===== src/rtl/lsu_riscv.sv =====
// Load/store unit: req/gnt/rvalid data-memory handshake, core stall, load extension.
// Optional LSU_MISALIGN_TRAP_EN: trap misaligned H/W accesses instead of issuing them.
module lsu_riscv #(
  parameter int ADDR_W = 32
) (
  input  logic              clk_i,
  input  logic              rst_i,
  input  logic              lsu_req_i,
  input  logic              lsu_we_i,
  input  logic [2:0]        lsu_size_i,
  input  logic [ADDR_W-1:0] lsu_addr_i,
  input  logic [31:0]       lsu_data_i,
  output logic              lsu_stall_req_o,
  output logic [31:0]       lsu_data_o,
  output logic              lsu_misalign_o,
  output logic              data_req_o,
  output logic              data_we_o,
  output logic [3:0]        data_be_o,
  output logic [ADDR_W-1:0] data_addr_o,
  output logic [31:0]       data_wdata_o,
  input  logic              data_gnt_i,
  input  logic              data_rvalid_i,
  input  logic [31:0]       data_rdata_i
);

  localparam logic [2:0] LDST_B  = 3'd0;
  localparam logic [2:0] LDST_H  = 3'd1;
  localparam logic [2:0] LDST_W  = 3'd2;
  localparam logic [2:0] LDST_BU = 3'd4;
  localparam logic [2:0] LDST_HU = 3'd5;

  typedef enum logic [1:0] {IDLE, WAIT_GNT, WAIT_RVALID} state_t;

  state_t      state;
  logic [2:0]  size_q;
  logic [1:0]  off_q;
  logic        we_q;
  logic [31:0] ldata_q;

  logic [1:0]  off;
  logic        legal_size;
  logic        misalign_cond;
  logic        valid;
  logic        issue;
  logic        granted;
  logic        done;
  logic [3:0]  be;
  logic [31:0] wdata;
  logic [7:0]  rbyte;
  logic [15:0] rhalf;
  logic [31:0] ext;

  assign off = lsu_addr_i[1:0];

  always_comb begin
    legal_size = 1'b0;
    case (lsu_size_i)
      LDST_B, LDST_H, LDST_W, LDST_BU, LDST_HU: legal_size = 1'b1;
      default: legal_size = 1'b0;
    endcase
  end

`ifdef LSU_MISALIGN_TRAP_EN
  always_comb begin
    misalign_cond = 1'b0;
    case (lsu_size_i)
      LDST_H, LDST_HU: misalign_cond = off[0];
      LDST_W:          misalign_cond = (off != 2'b00);
      default:         misalign_cond = 1'b0;
    endcase
  end
  assign lsu_misalign_o = lsu_req_i & legal_size & misalign_cond & ~rst_i;
`else
  assign misalign_cond  = 1'b0;
  assign lsu_misalign_o = 1'b0;
`endif

  // Request/stall are combinational so an IDLE request reaches memory in the same cycle.
  assign valid   = lsu_req_i & legal_size & ~misalign_cond & ~rst_i;
  assign issue   = ((state == IDLE) & valid) | (state == WAIT_GNT);
  assign granted = issue & data_gnt_i;
  assign done    = (state == WAIT_RVALID) & data_rvalid_i;

  assign lsu_stall_req_o = ((state == IDLE) & valid) | (state == WAIT_GNT) |
                           ((state == WAIT_RVALID) & ~data_rvalid_i);

  always_comb begin
    be    = 4'b1111;
    wdata = lsu_data_i;
    case (lsu_size_i[1:0])
      2'd0: begin
        be    = 4'b0001 << off;
        wdata = {4{lsu_data_i[7:0]}};
      end
      2'd1: begin
        be    = off[1] ? 4'b1100 : 4'b0011;
        wdata = {2{lsu_data_i[15:0]}};
      end
      default: begin
        be    = 4'b1111;
        wdata = lsu_data_i;
      end
    endcase
  end

  assign data_req_o   = issue;
  assign data_we_o    = issue & lsu_we_i;
  assign data_be_o    = issue ? be : 4'b0000;
  assign data_addr_o  = {lsu_addr_i[ADDR_W-1:2], 2'b00};
  assign data_wdata_o = wdata;

  always_comb begin
    rbyte = data_rdata_i[7:0];
    case (off_q)
      2'd0: rbyte = data_rdata_i[7:0];
      2'd1: rbyte = data_rdata_i[15:8];
      2'd2: rbyte = data_rdata_i[23:16];
      default: rbyte = data_rdata_i[31:24];
    endcase
    rhalf = off_q[1] ? data_rdata_i[31:16] : data_rdata_i[15:0];
    ext   = data_rdata_i;
    case (size_q)
      LDST_B:  ext = {{24{rbyte[7]}}, rbyte};
      LDST_BU: ext = {24'h0, rbyte};
      LDST_H:  ext = {{16{rhalf[15]}}, rhalf};
      LDST_HU: ext = {16'h0, rhalf};
      default: ext = data_rdata_i;
    endcase
  end

  assign lsu_data_o = (done & ~we_q) ? ext : ldata_q;

  always_ff @(posedge clk_i or posedge rst_i) begin
    if (rst_i) begin
      state   <= IDLE;
      size_q  <= 3'd0;
      off_q   <= 2'd0;
      we_q    <= 1'b0;
      ldata_q <= 32'h0;
    end else begin
      if (granted) begin
        size_q <= lsu_size_i;
        off_q  <= off;
        we_q   <= lsu_we_i;
      end
      case (state)
        IDLE: begin
          if (valid) state <= data_gnt_i ? WAIT_RVALID : WAIT_GNT;
        end
        WAIT_GNT: begin
          if (data_gnt_i) state <= WAIT_RVALID;
        end
        WAIT_RVALID: begin
          if (data_rvalid_i) begin
            state <= IDLE;
            if (!we_q) ldata_q <= ext;
          end
        end
        default: state <= IDLE;
      endcase
    end
  end

endmodule


===== config.mk =====
export PLATFORM = sky130hd
export DESIGN_NAME = lsu_riscv
export DESIGN_NICKNAME = d
export VERILOG_FILES = /design/src/rtl/lsu_riscv.sv
export SDC_FILE = /design/constraint.sdc
export NUM_CORES = 1
export LEC_CHECK = 0
export BUFFER_PORTS_ARGS = -buffer_cell sky130_fd_sc_hd__buf_4
export CAP_MARGIN = 0
export CORE_UTILIZATION = 45
export CTS_CLUSTER_SIZE = 16
export DETAILED_ROUTE_END_ITERATION = 16
export PLACE_DENSITY = 0.87
export SETUP_SLACK_MARGIN = 0.5
export SYNTH_ARGS = -nofsm -noshare
export SYNTH_HDL_FRONTEND = slang
export SYNTH_SLANG_ARGS = --single-unit

===== constraint.sdc =====
create_clock -name clk_i -period 5.6 [get_ports clk_i]
set_input_delay 0.28 -clock clk_i [delete_from_list [all_inputs] [get_ports clk_i]]
set_output_delay 0.28 -clock clk_i [all_outputs]
set_load 0.02 [all_outputs]

**Word-level counts from Yosys, hierarchy flattened**

Cells that the tools add are included.
W data, S select, Z words.

- Register bits after elaboration: 40
- Input port bits: 105
- Logic and storage cells: 56

- Equality and inequality tests: 15
- Shift operators: 1
- Multiplexer cells: 14
- Bitwise gates (word level): 13
- Reductions and logical operators: 8

Operator list:

| kind | count |
|---|---|
| $pmux W32 S4 | 1 |
| $pmux W32 S2 | 1 |
| $mux W32 | 1 |
| $pmux W8 S3 | 1 |
| $mux W16 | 1 |
| $eq A3 B3 Y1 const B | 4 |
| $and A1 B1 Y1 | 8 |
| $mux W2 | 4 |
| $mux W4 | 2 |
| $pmux W4 S2 | 1 |
| $eq A2 B1 Y1 const B | 3 |
| $eq A3 B1 Y1 const B | 2 |
| $logic_not A2 Y1 | 3 |
| $logic_not A3 Y1 | 2 |
| $ne A2 B2 Y1 const B | 3 |
| $pmux W2 S3 | 1 |
| $reduce_and A3 Y1 | 2 |
| $reduce_or A5 Y1 | 1 |
| $eq A2 B2 Y1 const B | 2 |
| $shl A1 B2 Y4 const A | 1 |
| $eq A3 B2 Y1 const B | 1 |
| $not A1 Y1 | 3 |
| $or A1 B1 Y1 | 2 |
| $mux W1 | 1 |

**Longest topological paths before layout**

- Depth after elaboration: 8
- Depth in mapped cells: 6

**Worst setup path before layout**

No wires, ideal clock.

- Path type: input -> output
- Start point: in rst_i
- End point: out data_we_o
- Arrival time: 2.258 ns
- Path slack: 3.062 ns
- Stages on the path: 6
- Cell sequence: inv_1 -> a31oi_1 -> or2_2 -> buf_2 -> inv_1 -> and2_1

- Cells in the longest elaborated chain, start to end: 5

RTL lines:

| what | line | text |
|---|---|---|
| start, declared | 7 | `input logic rst_i,` |
| $not A1 Y1 | 79 | `assign valid = lsu_req_i & legal_size & ~misalign_cond & ~rst_i;` |
| $and A1 B1 Y1 | 79 |  |
| $and A1 B1 Y1 | 80 | `assign issue = ((state == IDLE) & valid) \| (state == WAIT_GNT);` |
| $or A1 B1 Y1 | 80 |  |
| net data_req_o | 16 | `output logic data_req_o,` |
| $and A1 B1 Y1 | 107 | `assign data_we_o = issue & lsu_we_i;` |
| end, declared | 17 | `output logic data_we_o,` |

The timed path passes the listed nets, and every way through them passes these cells.

**Worst setup path after layout**

- Start point: reg state[0]
- End point: out lsu_data_o[14]

- Cells in the longest elaborated chain, start to end: 4

RTL lines:

| what | line | text |
|---|---|---|
| start, declared | 34 | `state_t state;` |
| start signal, assigned | 148 | `if (valid) state <= data_gnt_i ? WAIT_RVALID : WAIT_GNT;` |
| $eq A2 B2 Y1 | 82 | `assign done = (state == WAIT_RVALID) & data_rvalid_i;` |
| $and A1 B1 Y1 | 82 |  |
| $and A1 B1 Y1 | 131 | `assign lsu_data_o = (done & ~we_q) ? ext : ldata_q;` |
| $mux W32 | 131 |  |
| end, declared | 14 | `output logic [31:0] lsu_data_o,` |

Every way passes these cells.

==> impl_results.md <==
* Outcome: finished clean
* Cts hold-fix bufs at 0
* Total gr overflow at 0
* Syn Std Cell Area at 0.00299 mm^2
* RSZ-0062 raised after global routing: false
* Fillers at approximately 550
* Critical path destination: lsu_data_o[14]
* Skew-Pair Late Insertion Delay at around 0.3 ns
* Post-DR vias/cell at 5.49
* P per Cell Area at between 400 and 500 mW/mm^2
* Slew Limit Fails at 0
* Post-DP HPWL at approximately 6.4 mm
* Die area at 0.00698 mm^2
* # DRC at 0
* Placed instance count at 489
* Row count at 29
* Slew @ Worst Pin at 0.932 ns
* Clock Skew at 0.00500 ns
* Final Hold Fails at 0
* Final cell count without fillers at 497
* Fmax at 338 MHz
* Average wire per standard cell at 16.6 um
* Sum Neg Setup Slack at 0 ns
* Avg Cell Area, Syn at 9.23 um^2
* CTS Buf Count at 5
* CTS tree: done
* Largest net degree at the start of global routing at 49
* Flops & latches, synth at 40
* GPL Wtd Cong at 0.870
* Final period utilization at 0.528
* Die H at roughly 84 um
* Yosys synthesis warning count at 0
* FF-to-FF End: ldata_q[14]$_DFFE_PP0P_
* Detail Route Antenna Nets at 0
* Final Net Count at around 520
* Critical-path top delay cell: and4bb_2
* Slew margin rel. at 0.378
* Initial core utilization at 0.468
* # resized after CTS at 0
* R2R Setup Slk at 3.27 ns
* Crit end category: primary output
* Setup Fix Bufs, Post-CTS at 0
* First-pass iteration count of the detailed router at 4
* Yosys top cell area share at 0.335
* Crit path cell chain: and4bb_2 > nand2b_1 > a21oi_4 > a21oi_1 > buf_4
* Area growth syn-to-layout at 30.0%
* Final design utilization at 0.609
* Post-Synthesis Cells at 324
* Vias in the first global route at 2796
* Peak supply drop at 270 uV
* Worst Reg2Reg Path Length in Cells at 4
* Crit path kind: reg2out
* WP data arrival at 2.67 ns
* Worst min path class: in2async
* Initial antenna violation count at 0
* R2r startpoint: state[0]$_DFFE_PP0P_
* CP Launch Point: state[0]$_DFFE_PP0P_
* Register area share after synthesis at 0.335
* First-pass GRT wire length at 13.2 mm
* CTS Buffer Depth at 2
* Setup-failing EPs final at 0
* Port-buffer cells at ~150
* Clock Sinks at 40
* Total Routed Length at 8.25 mm
* H-Tree Depth at 2
* N_diodes at 0
* Critical Path Max Stage Delay at 0.93 ns
* Core Area at 0.00639 mm^2
* Post-synthesis cell type count at 37
* Io pins at 209
* Crit path launch type: flip-flop
* DRT iter0 DRCs at between 100 and 150
* Gr usage total at 0.235
* Max cap viols at 0
* Synth area leaders: dfrtp_1, mux2_2, buf_4, a21oi_4, nand2_1
* Worst Path Required at 5.32 ns
* Die W at roughly 84 um
* DR vias at 2728
* Yosys top cell by area: dfrtp_1
* Root Buffer: clkbuf_8
* Fin crit period at slightly below 3 ns
* LEAKAGE at 0.00182 uW
* Share of cells above drive strength 1 at 0.486
* Largest fanout on the critical path at 48
* Worst-path clk slew at 0.08 ns
-- synth_stat cells --
cell type / number
o21ai_1: 1
a31oi_1: 6
conb_1: 1
o31a_4: 1
buf_2: 12
mux4_1: 1
nor2b_1: 1
mux2_1: 2
a2bb2oi_1: 4
buf_4: 41
nor3_1: 1
buf_8: 1
nand2_1: 41
mux2_2: 31
a21oi_1: 22
or2_2: 1
or4bb_1: 1
clkbuf_1: 7
nand2b_1: 6
and4bb_2: 1
mux2i_1: 13
or3b_2: 1
inv_1: 4
nor3b_2: 1
o221a_2: 1
and2_1: 1
o21ai_0: 19
nand3b_1: 14
a21o_1: 4
nor2_1: 25
nor2_2: 1
a21oi_4: 11
nor3b_1: 2
o211ai_1: 2
o21bai_1: 1
dfrtp_1: 40
nand3_1: 2
-- report_power, final --
part	switching, uW	internal [uW]
logic	514	403
clock network	106	99.7
registers	78.9	420
total	698	923
-- placed cells by master, fill, tap and decap left out, drive strengths merged, types with 2 or more instances in the layout --
cell / synthesis / routed
buf: 54 / 147
a2bb2oi: 4 / 4
inv: 4 / 4
nand3: 2 / 2
clkinvlp: 0 / 2
a21o: 4 / 4
mux2i: 13 / 13
nor3b: 3 / 3
o21ai: 20 / 20
a31oi: 6 / 6
nor2: 26 / 26
a21oi: 33 / 33
nand2: 41 / 41
nand2b: 6 / 6
nand3b: 14 / 14
mux2: 33 / 33
o211ai: 2 / 2
clkbuf: 7 / 6
conb: 1 / 3
dfrtp: 40 / 40
-- final cells by class --
cell class,instances,area (um^2),share of cell area
well taps,77,96.3,0.0248
repair buffers,147,1100,0.284
flip-flops and latches,40,1000,0.258
clock inverters,2,15.0,0.00386
clock buffers,6,82.6,0.0212
multi-input cells,221,1570,0.405
inverters,4,15.0,0.00386
-- layer usage --
layer  GRT usage  part of all wire  vias to the layer above
li1            -                 -                     1267
met1       0.250              0.38                     1289
met2       0.431              0.50                      134
met3      0.0643             0.080                       38
met4       0.105             0.038                        0
met5           0                 0                        -
-- kinds of logic after synthesis --
logic type | count (synthesis) | share of synthesized area
and+or+nand+nor | 99 | 0.164
other | 1 | 0.00125
buffers and inverters | 65 | 0.142
DFF | 40 | 0.335
AOI/OAI and AO/OA | 72 | 0.182
muxes | 47 | 0.177
-- registers in the layout, summed over array words and instances, names as in the netlist --
name,count
ldata_q,32
we_q,1
state,2
size_q,3
off_q,2
-- critical path: cells and delay by family, from the launching register on --
family,cells,cell delay (ns)
simple gates,2,1.30
buf+inv,1,0.18
compound gates,2,0.49
flops,1,0.40
-- how the worst min path moves through the flow --
| stage | from | to | slack [ns] | cells past startpoint |
|---|---|---|---|---|
| 2_1_floorplan | data_gnt_i | state[0]$_DFFE_PP0P_ | 0.35 | 1 |
| 3_3_place_gp | rst_i | ldata_q[31]$_DFFE_PP0P_ | 0.44 | 3 |
| 3_5_place_dp | rst_i | ldata_q[31]$_DFFE_PP0P_ | 0.44 | 3 |
| 4_1_cts | rst_i | ldata_q[28]$_DFFE_PP0P_ | 0.12 | 3 |
| 5_1_grt | data_gnt_i | state[0]$_DFFE_PP0P_ | 0.12 | 2 |
| 6_report | rst_i | state[1]$_DFFE_PP0P_ | 0.11 | 3 |
-- through the flow --
stage | total power (uW) | instance area [um^2] | hold slack [ns] | setup slack (ns)
floorplan | 1110 | 3000 | 0.346 | 3.06
global placement | 1400 | 3790 | 0.442 | 3.06
detailed placement | 1420 | 3790 | 0.445 | 3.01
CTS | 1630 | 3890 | 0.119 | 2.66
global route | 1720 | 3890 | 0.124 | 2.51
finish | 1620 | 3890 | 0.110 | 2.65
Power figures use the tool's default switching activity.
